<file path="config.mk">
export PLATFORM = sky130hd
export DESIGN_NAME = greensc_ctrl_flat
export DESIGN_NICKNAME = d
export VERILOG_FILES = /design/src/rtl/greensc_ctrl_if.sv /design/src/rtl/greensc_ctrl.sv /design/src/flat_wrapper.sv
export SDC_FILE = /design/constraint.sdc
export NUM_CORES = 1
export LEC_CHECK = 0
export CAP_MARGIN = 20
export CORE_MARGIN = 2
export CORE_UTILIZATION = 35
export DETAILED_ROUTE_END_ITERATION = 10
export SLEW_MARGIN = 25
export SYNTH_ARGS = -nofsm -noshare
export SYNTH_HDL_FRONTEND = slang
export SYNTH_SLANG_ARGS = --single-unit
</file>
<file path="constraint.sdc">
create_clock -name clk -period 3.3 [get_ports clk]
set_clock_uncertainty 0.1 [all_clocks]
set_input_delay 0.825 -clock clk [delete_from_list [all_inputs] [get_ports clk]]
set_output_delay 0.825 -clock clk [all_outputs]
set_load 0.005 [all_outputs]
</file>
<file path="src/rtl/greensc_ctrl_if.sv">
// Control/status bundle between the frame timing, the user controls and
// the green-screen keyer controller.
interface greensc_ctrl_if;
   logic        vsync;
   logic        pix_valid;
   logic [13:0] row;
   logic [13:0] col;
   logic [8:0]  hue_in;
   logic        key_en_sw;
   logic        cal_req;
   logic        width_up;
   logic        width_dn;
   logic        gsc_en;
   logic [8:0]  hue_lo;
   logic [8:0]  hue_hi;
   logic [8:0]  bg_phase;
   logic        cal_busy;
   logic        cal_done;
   logic        cal_fail;

   modport master (
      output vsync, pix_valid, row, col, hue_in,
      output key_en_sw, cal_req, width_up, width_dn,
      input  gsc_en, hue_lo, hue_hi, bg_phase,
      input  cal_busy, cal_done, cal_fail
   );

   modport slave (
      input  vsync, pix_valid, row, col, hue_in,
      input  key_en_sw, cal_req, width_up, width_dn,
      output gsc_en, hue_lo, hue_hi, bg_phase,
      output cal_busy, cal_done, cal_fail
   );
endinterface

</file>
<file path="src/rtl/greensc_ctrl.sv">
// Frame-synchronous green-screen keyer controller: shadow/active key window,
// animated background phase and one-shot hue auto-calibration.
module greensc_ctrl #(
   parameter int WIN_ROW0   = 208,
   parameter int WIN_COL0   = 288,
   parameter int WIN_LOG2   = 6,
   parameter int DEF_CENTER = 120,
   parameter int DEF_HALFW  = 30,
   parameter int HALFW_MIN  = 5,
   parameter int HALFW_MAX  = 90,
   parameter int HALFW_STEP = 5,
   parameter int PHASE_STEP = 1
) (
   input  logic           clk,
   input  logic           rst,
   greensc_ctrl_if.slave  bus
);

   localparam logic [13:0] ROW_LO    = 14'(WIN_ROW0);
   localparam logic [13:0] ROW_HI    = 14'(WIN_ROW0 + (1 << WIN_LOG2));
   localparam logic [13:0] COL_LO    = 14'(WIN_COL0);
   localparam logic [13:0] COL_HI    = 14'(WIN_COL0 + (1 << WIN_LOG2));
   localparam logic [12:0] FULL_CNT  = 13'(1 << (2 * WIN_LOG2));
   localparam int          SUM_SHIFT = 2 * WIN_LOG2;
   localparam logic [4:0]  DIV_LAST  = 5'd20;

   typedef enum logic [2:0] {S_IDLE, S_ARM, S_ACCUM, S_EVAL, S_APPLY} state_t;

   state_t      state_q, state_d;
   logic [8:0]  sh_center_q, sh_center_d;
   logic [6:0]  sh_halfw_q, sh_halfw_d;
   logic        sh_en_q, sh_en_d;
   logic [8:0]  act_center_q, act_center_d;
   logic [6:0]  act_halfw_q, act_halfw_d;
   logic        act_en_q, act_en_d;
   logic        cal_frame_q, cal_frame_d;
   logic [8:0]  phase_q, phase_d;
   logic [20:0] sum_q, sum_d;
   logic [12:0] cnt_q, cnt_d;
   logic [12:0] rem_q, rem_d;
   logic [4:0]  div_cnt_q, div_cnt_d;

   logic        in_win;
   logic [13:0] div_rs;
   logic        div_ge;
   logic [12:0] div_rem_nxt;
   logic [20:0] div_quo_nxt;

   function automatic logic [8:0] calc_lo(input logic [8:0] c, input logic [6:0] h);
      logic signed [9:0] v;
      v = signed'({1'b0, c}) - signed'({3'b000, h});
      if (v < 0) v = '0;
      return 9'(v);
   endfunction

   function automatic logic [8:0] calc_hi(input logic [8:0] c, input logic [6:0] h);
      logic signed [9:0] v;
      v = signed'({1'b0, c}) + signed'({3'b000, h});
      if (v > 10'sd359) v = 10'sd359;
      return 9'(v);
   endfunction

   function automatic logic [6:0] halfw_inc(input logic [6:0] h);
      logic [7:0] t;
      t = {1'b0, h} + 8'(HALFW_STEP);
      if (t > 8'(HALFW_MAX)) t = 8'(HALFW_MAX);
      return 7'(t);
   endfunction

   function automatic logic [6:0] halfw_dec(input logic [6:0] h);
      if ({1'b0, h} < 8'(HALFW_MIN + HALFW_STEP)) return 7'(HALFW_MIN);
      return h - 7'(HALFW_STEP);
   endfunction

   function automatic logic [8:0] phase_adv(input logic [8:0] p);
      logic [9:0] t;
      t = {1'b0, p} + 10'(PHASE_STEP);
      if (t >= 10'd360) t = t - 10'd360;
      return 9'(t);
   endfunction

   // Sample qualifier for the calibration window; out-of-range hues are dropped.
   assign in_win = bus.pix_valid &&
                   (bus.row >= ROW_LO) && (bus.row < ROW_HI) &&
                   (bus.col >= COL_LO) && (bus.col < COL_HI) &&
                   (bus.hue_in <= 9'd359);

   // One restoring-division step: sum_q shifts the dividend out and the quotient in.
   assign div_rs      = {rem_q, sum_q[20]};
   assign div_ge      = (div_rs >= {1'b0, cnt_q});
   assign div_rem_nxt = div_ge ? 13'(div_rs - {1'b0, cnt_q}) : div_rs[12:0];
   assign div_quo_nxt = {sum_q[19:0], div_ge};

   // Next-state logic: shadow updates, frame commit and calibration FSM.
   always_comb begin
      state_d      = state_q;
      sh_center_d  = sh_center_q;
      sh_halfw_d   = sh_halfw_q;
      sh_en_d      = bus.key_en_sw;
      act_center_d = act_center_q;
      act_halfw_d  = act_halfw_q;
      act_en_d     = act_en_q;
      cal_frame_d  = cal_frame_q;
      phase_d      = phase_q;
      sum_d        = sum_q;
      cnt_d        = cnt_q;
      rem_d        = rem_q;
      div_cnt_d    = div_cnt_q;

      if (bus.width_up && !bus.width_dn) sh_halfw_d = halfw_inc(sh_halfw_q);
      else if (bus.width_dn && !bus.width_up) sh_halfw_d = halfw_dec(sh_halfw_q);

      if (bus.vsync) begin
         act_center_d = sh_center_q;
         act_halfw_d  = sh_halfw_q;
         act_en_d     = sh_en_q;
         if (act_en_q) phase_d = phase_adv(phase_q);
      end

      case (state_q)
         S_IDLE: begin
            if (bus.cal_req) state_d = S_ARM;
         end
         S_ARM: begin
            if (bus.vsync) begin
               state_d     = S_ACCUM;
               sum_d       = '0;
               cnt_d       = '0;
               rem_d       = '0;
               div_cnt_d   = '0;
               cal_frame_d = 1'b1;
            end
         end
         S_ACCUM: begin
            if (in_win) begin
               sum_d = sum_q + {12'd0, bus.hue_in};
               cnt_d = cnt_q + 13'd1;
            end
            if (bus.vsync) begin
               state_d     = S_EVAL;
               cal_frame_d = 1'b0;
            end
         end
         S_EVAL: begin
            if (cnt_q == '0) begin
               state_d = S_APPLY;
            end else if (cnt_q == FULL_CNT) begin
               sh_center_d = 9'(sum_q >> SUM_SHIFT);
               state_d     = S_APPLY;
            end else begin
               sum_d     = div_quo_nxt;
               rem_d     = div_rem_nxt;
               div_cnt_d = div_cnt_q + 5'd1;
               if (div_cnt_q == DIV_LAST) begin
                  sh_center_d = div_quo_nxt[8:0];
                  state_d     = S_APPLY;
               end
            end
         end
         S_APPLY: begin
            state_d = S_IDLE;
         end
         default: state_d = S_IDLE;
      endcase
   end

   // State register with synchronous reset to the default key setup.
   always_ff @(posedge clk) begin
      if (rst) begin
         state_q      <= S_IDLE;
         sh_center_q  <= 9'(DEF_CENTER);
         sh_halfw_q   <= 7'(DEF_HALFW);
         sh_en_q      <= 1'b0;
         act_center_q <= 9'(DEF_CENTER);
         act_halfw_q  <= 7'(DEF_HALFW);
         act_en_q     <= 1'b0;
         cal_frame_q  <= 1'b0;
         phase_q      <= '0;
         sum_q        <= '0;
         cnt_q        <= '0;
         rem_q        <= '0;
         div_cnt_q    <= '0;
      end else begin
         state_q      <= state_d;
         sh_center_q  <= sh_center_d;
         sh_halfw_q   <= sh_halfw_d;
         sh_en_q      <= sh_en_d;
         act_center_q <= act_center_d;
         act_halfw_q  <= act_halfw_d;
         act_en_q     <= act_en_d;
         cal_frame_q  <= cal_frame_d;
         phase_q      <= phase_d;
         sum_q        <= sum_d;
         cnt_q        <= cnt_d;
         rem_q        <= rem_d;
         div_cnt_q    <= div_cnt_d;
      end
   end

   assign bus.gsc_en   = act_en_q & ~cal_frame_q;
   assign bus.hue_lo   = calc_lo(act_center_q, act_halfw_q);
   assign bus.hue_hi   = calc_hi(act_center_q, act_halfw_q);
   assign bus.bg_phase = phase_q;
   assign bus.cal_busy = (state_q != S_IDLE);
   assign bus.cal_fail = (state_q == S_EVAL) && (cnt_q == '0);
   assign bus.cal_done = (state_q == S_APPLY) && (cnt_q != '0);

endmodule
</file>
<file path="src/flat_wrapper.sv">
// flat-port wrapper written by rule: the top's interface ports become plain ports
module greensc_ctrl_flat 
#(
   parameter int WIN_ROW0   = 208,
   parameter int WIN_COL0   = 288,
   parameter int WIN_LOG2   = 6,
   parameter int DEF_CENTER = 120,
   parameter int DEF_HALFW  = 30,
   parameter int HALFW_MIN  = 5,
   parameter int HALFW_MAX  = 90,
   parameter int HALFW_STEP = 5,
   parameter int PHASE_STEP = 1
)
  (clk, rst, bus_vsync, bus_pix_valid, bus_row, bus_col, bus_hue_in, bus_key_en_sw, bus_cal_req, bus_width_up, bus_width_dn, bus_gsc_en, bus_hue_lo, bus_hue_hi, bus_bg_phase, bus_cal_busy, bus_cal_done, bus_cal_fail);
  greensc_ctrl_if bus_i ();
  input  logic clk;
  input  logic rst;
  input wire logic [$bits(bus_i.vsync)-1:0] bus_vsync;
  input wire logic [$bits(bus_i.pix_valid)-1:0] bus_pix_valid;
  input wire logic [$bits(bus_i.row)-1:0] bus_row;
  input wire logic [$bits(bus_i.col)-1:0] bus_col;
  input wire logic [$bits(bus_i.hue_in)-1:0] bus_hue_in;
  input wire logic [$bits(bus_i.key_en_sw)-1:0] bus_key_en_sw;
  input wire logic [$bits(bus_i.cal_req)-1:0] bus_cal_req;
  input wire logic [$bits(bus_i.width_up)-1:0] bus_width_up;
  input wire logic [$bits(bus_i.width_dn)-1:0] bus_width_dn;
  output wire logic [$bits(bus_i.gsc_en)-1:0] bus_gsc_en;
  output wire logic [$bits(bus_i.hue_lo)-1:0] bus_hue_lo;
  output wire logic [$bits(bus_i.hue_hi)-1:0] bus_hue_hi;
  output wire logic [$bits(bus_i.bg_phase)-1:0] bus_bg_phase;
  output wire logic [$bits(bus_i.cal_busy)-1:0] bus_cal_busy;
  output wire logic [$bits(bus_i.cal_done)-1:0] bus_cal_done;
  output wire logic [$bits(bus_i.cal_fail)-1:0] bus_cal_fail;
  assign bus_i.vsync = bus_vsync;
  assign bus_i.pix_valid = bus_pix_valid;
  assign bus_i.row = bus_row;
  assign bus_i.col = bus_col;
  assign bus_i.hue_in = bus_hue_in;
  assign bus_i.key_en_sw = bus_key_en_sw;
  assign bus_i.cal_req = bus_cal_req;
  assign bus_i.width_up = bus_width_up;
  assign bus_i.width_dn = bus_width_dn;
  assign bus_gsc_en = bus_i.gsc_en;
  assign bus_hue_lo = bus_i.hue_lo;
  assign bus_hue_hi = bus_i.hue_hi;
  assign bus_bg_phase = bus_i.bg_phase;
  assign bus_cal_busy = bus_i.cal_busy;
  assign bus_cal_done = bus_i.cal_done;
  assign bus_cal_fail = bus_i.cal_fail;
  greensc_ctrl #(.WIN_ROW0(WIN_ROW0), .WIN_COL0(WIN_COL0), .WIN_LOG2(WIN_LOG2), .DEF_CENTER(DEF_CENTER), .DEF_HALFW(DEF_HALFW), .HALFW_MIN(HALFW_MIN), .HALFW_MAX(HALFW_MAX), .HALFW_STEP(HALFW_STEP), .PHASE_STEP(PHASE_STEP)) u_core (.clk(clk), .rst(rst), .bus(bus_i));
endmodule
</file>
# Word-level counts from Yosys, hierarchy flattened

Index checks and enable logic that the tools add are counted.
W data, S select, Z words.

Add/subtract/negate cells: 10
Order comparisons: 11
Eq/ne operators: 13
Multiplexer cells: 39
Bitwise logic cells: 3
Reduce and logical (&&, ||, !) cells: 27

Operator list:

| kind                    | number |
|---|---|
| $mux W21                | 4 |
| $mux W13                | 5 |
| $pmux W21 S3            | 1 |
| $pmux W13 S2            | 2 |
| $mux W9                 | 5 |
| $mux W7                 | 5 |
| $lt A14 B9 Y1 const B   | 2 |
| $add A21 B9 Y21         | 1 |
| $mux W3                 | 6 |
| $mux W5                 | 3 |
| $ge A14 B13 Y1          | 1 |
| $ge A14 B8 Y1 const B   | 1 |
| $ge A14 B9 Y1 const B   | 1 |
| $add A13 B1 Y13 const B | 1 |
| $eq A13 B13 Y1 const B  | 1 |
| $logic_not A13 Y1       | 1 |
| $reduce_bool A13 Y1     | 1 |
| $sub A13 B13 Y13        | 1 |
| $pmux W3 S4             | 1 |
| $add A9 B1 Y10 const B  | 1 |
| $add A9 B7 Y10          | 1 |
| $ge A10 B9 Y1 const B   | 1 |
| $gt A10 B10 Y1 const B  | 1 |
| $lt A10 B1 Y1 const B   | 1 |
| 29 further kinds        | 55 |

Bits in registers: 99
Input port bits: 45
Output and inout port bits: 31
Logic and storage cells: 116

# Longest topological paths before layout

Depth after elaboration: 8
Depth in mapped cells: 11
Gate-level depth less buffers: 11

# Worst setup path before layout

No wires, ideal clock.

Kind: input to register
Start: input bus_hue_in[0]
End: register u_core.sum_q[20]
Setup time: 134 ps
Arrival: 2694 ps
Data required time: 3066 ps
Slack: 372 ps
Stages on the path: 10
Path buffers: 0
Cells stage by stage: ha_1 inv_1 fa_1 nor2b_1 o2111ai_1 a31oi_1 nand4_1 xnor2_1 a221oi_1 a211oi_1

Longest elaborated chain between the ends: 4
Elaborated cells on any way between the ends: 7
Classes of those cells: 1 x add/sub; 1 x order compare; 1 x eq/ne; 2 x mux; 2 x reduce/logical

RTL lines:

| element                                                                 | line                | text |
|---|---|---|
| start, declared                                                         | flat_wrapper.sv:22  | `input wire logic [$bits(bus_i.hue_in)-1:0] bus_hue_in;` |
| parallel branches: the longest is 4 deep, another holds $add A21 B9 Y21 | --                  |  |
| end signal, assigned                                                    | greensc_ctrl.sv:193 | `sum_q <= sum_d;` |
| end, declared                                                           | greensc_ctrl.sv:38  | `logic [20:0] sum_q, sum_d;` |

Several ways; the timed one is not identified. The select of a mux whose other input is x is not followed.
A chain may end at the register's enable or synchronous reset.

# Worst setup path after layout

Start: register u_core.act_center_q[0]
End: output bus_hue_hi[2]

Longest elaborated chain between the ends: 3

RTL lines:

| element                | line                | text |
|---|---|---|
| start, declared        | greensc_ctrl.sv:33  | `logic [8:0] act_center_q, act_center_d;` |
| start signal, assigned | greensc_ctrl.sv:174 | `act_center_q <= 9'(DEF_CENTER);` |
| start signal, assigned | greensc_ctrl.sv:188 | `act_center_q <= act_center_d;` |
| $add A9 B7 Y10 *       | greensc_ctrl.sv:58  | `v = signed'({1'b0, c}) + signed'({3'b000, h});` |
| $gt A10 B10 Y1         | greensc_ctrl.sv:59  | `if (v > 10'sd359) v = 10'sd359;` |
| $mux W9 *              | greensc_ctrl.sv:59  |  |
| end, declared          | flat_wrapper.sv:29  | `output wire logic [$bits(bus_i.hue_hi)-1:0] bus_hue_hi;` |

Mark *: on every way between the ends. The rest lies on a longest branch, timed or not.

==> summary by stage <==
Global routing
The pin count of the biggest net entering global routing is 31. In the global route stage, overall resource usage came out at 0.173. The via count of the first global-routing pass came to between 6000 and 7000.

The number of antenna violations at the first check in global routing came to 0. The first global-routing pass estimated ~31000 µm of wire. The aggregate global routing overflow is 0.

Route
The DRC violation count after routing is 0. Dividing the detail-routed wire length by the instance count gives 14.5 µm. The starting DRC count in detailed routing is between 400 and 500.

The detailed-router iteration count before antenna repair is 5. The final route contains ~6900 vias. After detailed routing, the number of vias per cell comes to between 5 and 6. The number of nets with antenna violations after detailed routing is 0.

After detailed routing, the total wire length is around 19000 µm.

Clocking
Clock-pin slew was measured on the worst setup and hold paths at about 70 ps. The clock reaches the later pin of the worst-skew pair after ~350 ps. The number of buffers inserted during clock tree synthesis is 9. The number of hold buffers added after CTS was 0. The root buffer cell chosen for the clock tree is clkbuf_16. The buffer depth of the longest clock path is 2. The H-tree depth is 3. The clock drives 99 sinks. TritonCTS built the clock tree.

Logic synthesis
In the synthesized netlist the async set-or-reset flop fraction comes to 0. After synthesis the netlist holds a flip-flop and latch count of 99. The total nets after synthesis is slightly above 1000. For this run, the number of Yosys warnings is 0.

For this run, the leading register cell type out of synthesis is dfxtp_1. The post-synthesis instance area is 7090 µm². A synthesized cell averages 7.75 µm². The sequential share of the synthesized area is 0.280. The number of cells produced by synthesis is between 900 and 1000. The synthesized design contains 0 enable-type register cells.

The number of distinct library cell variants in the gate-level netlist after synthesis is 74.

Placed design
The minimum setup slack after placement is -232 ps. In this run the tool buffered the top-level ports with 66 buffer cells. The congestion estimate from routability-driven global placement came to approximately 0.86. The wire-length estimate of the detail-placed layout is about 14000 µm. The placed instances occupy a cell area of between 8000 and 9000 µm².

STA
The max-slew violation count is 0. The worst-margin pin slew is roughly 690 ps. The final-layout worst hold slack is between 300 and 400 ps. Setup repair after global routing could not meet its margin everywhere. In the finished design, the share of the clock period the worst path needs comes to 1.02. The remaining max-slew budget at the tightest pin is 0.538.

The number of endpoints with negative hold slack in the final report is 0. The shortest period the worst path allows is 3380 ps. Static timing analysis puts the maximum clock frequency at between 200 and 300 MHz. Setup slack on the critical path of the routed design comes to -75.9 ps. Setup violations remaining at the end of the flow were counted as 4.

Power
The analysis attributes to cell leakage a power of between 3 and 4 nW. For this design the ratio of total power to cell area is between 300 and 400 nW/µm². The design draws ~0.0029 W. The worst voltage drop across the vdd grid is between 0.2 and 0.25 mV.

Hold path
Along the worst hold path, the cell count comes to 2. The worst hold path terminates at u_core.act_center_q[6]$_SDFFE_PP1P_. The startpoint of the worst hold path is u_core.sh_center_q[6]$_SDFFE_PP1P_. The kind of path behind the tightest hold check is register to register.

Worst setup path
The kind of cell with the highest combined delay on the critical path is compound AO/OA/AOI/OAI gates. Measured in cells, the most critical reg-to-reg path has a length of 8. The critical path runs through a total of 11 cells.

The worst setup path is captured at a primary output. Walking the worst path, the cells encountered are ha_4 > fa_2 > nand2b_4 > a21oi_4 > o21ai_2 > a21oi_2 > xnor2_2 > a21o_1 > buf_6 > a22o_1 > buf_2. The arrival time of data at the critical path endpoint is ~2500 ps. In this run the worst path has a maximum fanout of 4. The required time of the critical path is about 2400 ps. The critical path buffer and inverter count is 2.

The endpoint identified for the worst register-to-register timing path is u_core.sh_halfw_q[4]$_SDFFE_PP1P_. The worst setup path is of the register to primary output kind. The stage delay of the slowest cell on the critical path is ~370 ps.

The worst flop-to-flop path startpoint is u_core.sh_halfw_q[1]$_SDFFE_PP1P_. The worst setup path is launched from a register. The slowest stage of the critical path belongs to the cell fa_2. The register-to-register setup slack is 500 ps.

Run status
The final reports fail on negative setup slack. The run finished, with violations left.

Floorplan
The floorplan step defined a die boundary enclosing between 20000 and 25000 µm². Pin placement for this block handled 76 I/O pins. The die width is 146 µm. The core outline area is 20000 µm². Row generation in the floorplan step produced 52 rows.

The initial standard-cell utilization of the core is 0.354. The die boundary height is between 100 and 150 µm.

Layout
The repair_antennas step left the layout with diodes totalling 0. In the final layout, the share of cells above drive strength 1 is 0.164. The final net count is about 1100. Relative to the synthesized area, the layout overhead comes to 26.4%. The library cells used most frequently in the layout, excluding fill and tap cells, are nor2_1 (93), dfxtp_1 (93), nand2_1 (83). The finished cells cover between 8000 and 9000 µm².

Job
Max-cap violations in this run came to 0.
==> power breakdown <==
part / switching [W] / internal [W]
Combinational: 0.000271 / 0.000267
Clock: 0.000464 / 0.000605
Sequential: 0.0000519 / 0.00122
==> worst max-delay path by stage <==
stage                                         from                            end  slack, ps
3_3_place_gp    u_core.act_halfw_q[1]$_SDFFE_PP1P_                  bus_hue_lo[3]       -150
3_5_place_dp    u_core.act_halfw_q[0]$_SDFFE_PP0P_                  bus_hue_hi[0]       -230
2_1_floorplan                        bus_hue_in[0]  u_core.sum_q[20]$_SDFFE_PP0P_        370
6_report       u_core.act_center_q[0]$_SDFFE_PP0P_                  bus_hue_hi[2]        -80
5_1_grt         u_core.act_halfw_q[4]$_SDFFE_PP1P_                  bus_hue_hi[2]       -200
4_1_cts        u_core.act_center_q[0]$_SDFFE_PP0P_                  bus_hue_hi[2]       -180
==> registers in the layout (all words and copies together), names as in the netlist <==
name and cells:
u_core.bus.bg_phase 9, u_core.div_cnt_q 5, u_core.act_en_q 1, u_core.sh_center_q 9, u_core.cnt_q 13, u_core.sum_q 21, u_core.sh_en_q 1, u_core.rem_q 13
u_core.act_center_q 9, u_core.state_q 3, u_core.cal_frame_q 1, u_core.act_halfw_q 7, u_core.sh_halfw_q 7
==> cells by family after synthesis <==
group | Yosys count | synth area share
DFF | 99 | 0.280
AOI/OAI and AO/OA | 240 | 0.224
xor gates and xnor gates | 47 | 0.0581
buffers and inverters | 98 | 0.0554
muxes | 34 | 0.0487
and+or+nand+nor | 345 | 0.240
adders and majority gates | 51 | 0.0943
==> synth_stat cells (5+ instances only) <==
master | number | area (µm²)
a311oi_1 | 5 | 43.8
o211ai_1 | 13 | 97.6
nor3_1 | 40 | 200
o31ai_1 | 6 | 45.0
and2_1 | 5 | 31.3
o21a_1 | 5 | 37.5
a21o_1 | 14 | 105
nand3b_1 | 5 | 37.5
clkbuf_1 | 36 | 135
nand4_1 | 8 | 50.1
a32oi_1 | 8 | 70.1
xnor2_1 | 23 | 201
ha_1 | 47 | 588
a31oi_1 | 8 | 50.1
a41oi_1 | 5 | 43.8
nand3_1 | 31 | 155
inv_1 | 45 | 169
or3_1 | 8 | 50.1
a211oi_1 | 9 | 67.6
nor2_1 | 95 | 357
a21oi_1 | 62 | 310
dfxtp_1 | 99 | 1980
or2_2 | 5 | 31.3
nor4_1 | 12 | 75.1
a22o_1 | 6 | 52.6
o21ai_0 | 51 | 255
and3_1 | 6 | 37.5
nor2b_1 | 18 | 113
mux2i_1 | 30 | 300
o22ai_1 | 6 | 37.5
buf_2 | 10 | 50.1
a221oi_1 | 10 | 87.6
xor2_1 | 24 | 210
nand2_1 | 84 | 315
nand2b_1 | 9 | 56.3
==> repair_timing <==
| item | CTS | global route |
|---|---|---|
| endpoints found under the setup margin | 19 | 21 |
| pin swaps | 21 | 23 |
| setup buffers | 13 | 4 |
| gates resized for setup | 84 | 42 |
==> worst reg2reg max path, stage by stage, from the launching register on <==
cell	delay (ps)
dfxtp_1	560
ha_1	440
mux2_2	390
o221ai_1	190
nor4_1	70
o21ba_2	250
a211o_1	340
nor3_1	220
mux2i_1	120
==> metrics by stage <==
stage	setup TNS [ps]	cells	util
2_1_floorplan	0	914	-
3_3_place_gp	-2550	1258	0.415
3_5_place_dp	-3520	1258	0.415
4_1_cts	-908	1285	0.437
5_1_grt	-1010	1287	0.447
6_report	-223	1287	0.447
==> routing by layer <==
layer / track usage / share of wire
met5: 0 / 0
met4: 0.0350 / 0.0083
met3: 0.0281 / 0.031
met2: 0.293 / 0.48
met1: 0.234 / 0.48
==> area by class of cell <==
| type | instances | area [µm²] |
|---|---|---|
| clock buffer | 11 | 243 |
| clock inverter | 4 | 51.3 |
| fill | 2035 | 11100 |
| inverter | 46 | 175 |
| multi-input combinational | 717 | 4990 |
| sequential | 99 | 1990 |
| tap | 270 | 338 |
| timing repair buffer | 140 | 1170 |
No activity file was read; power rests on OpenSTA's default activity.
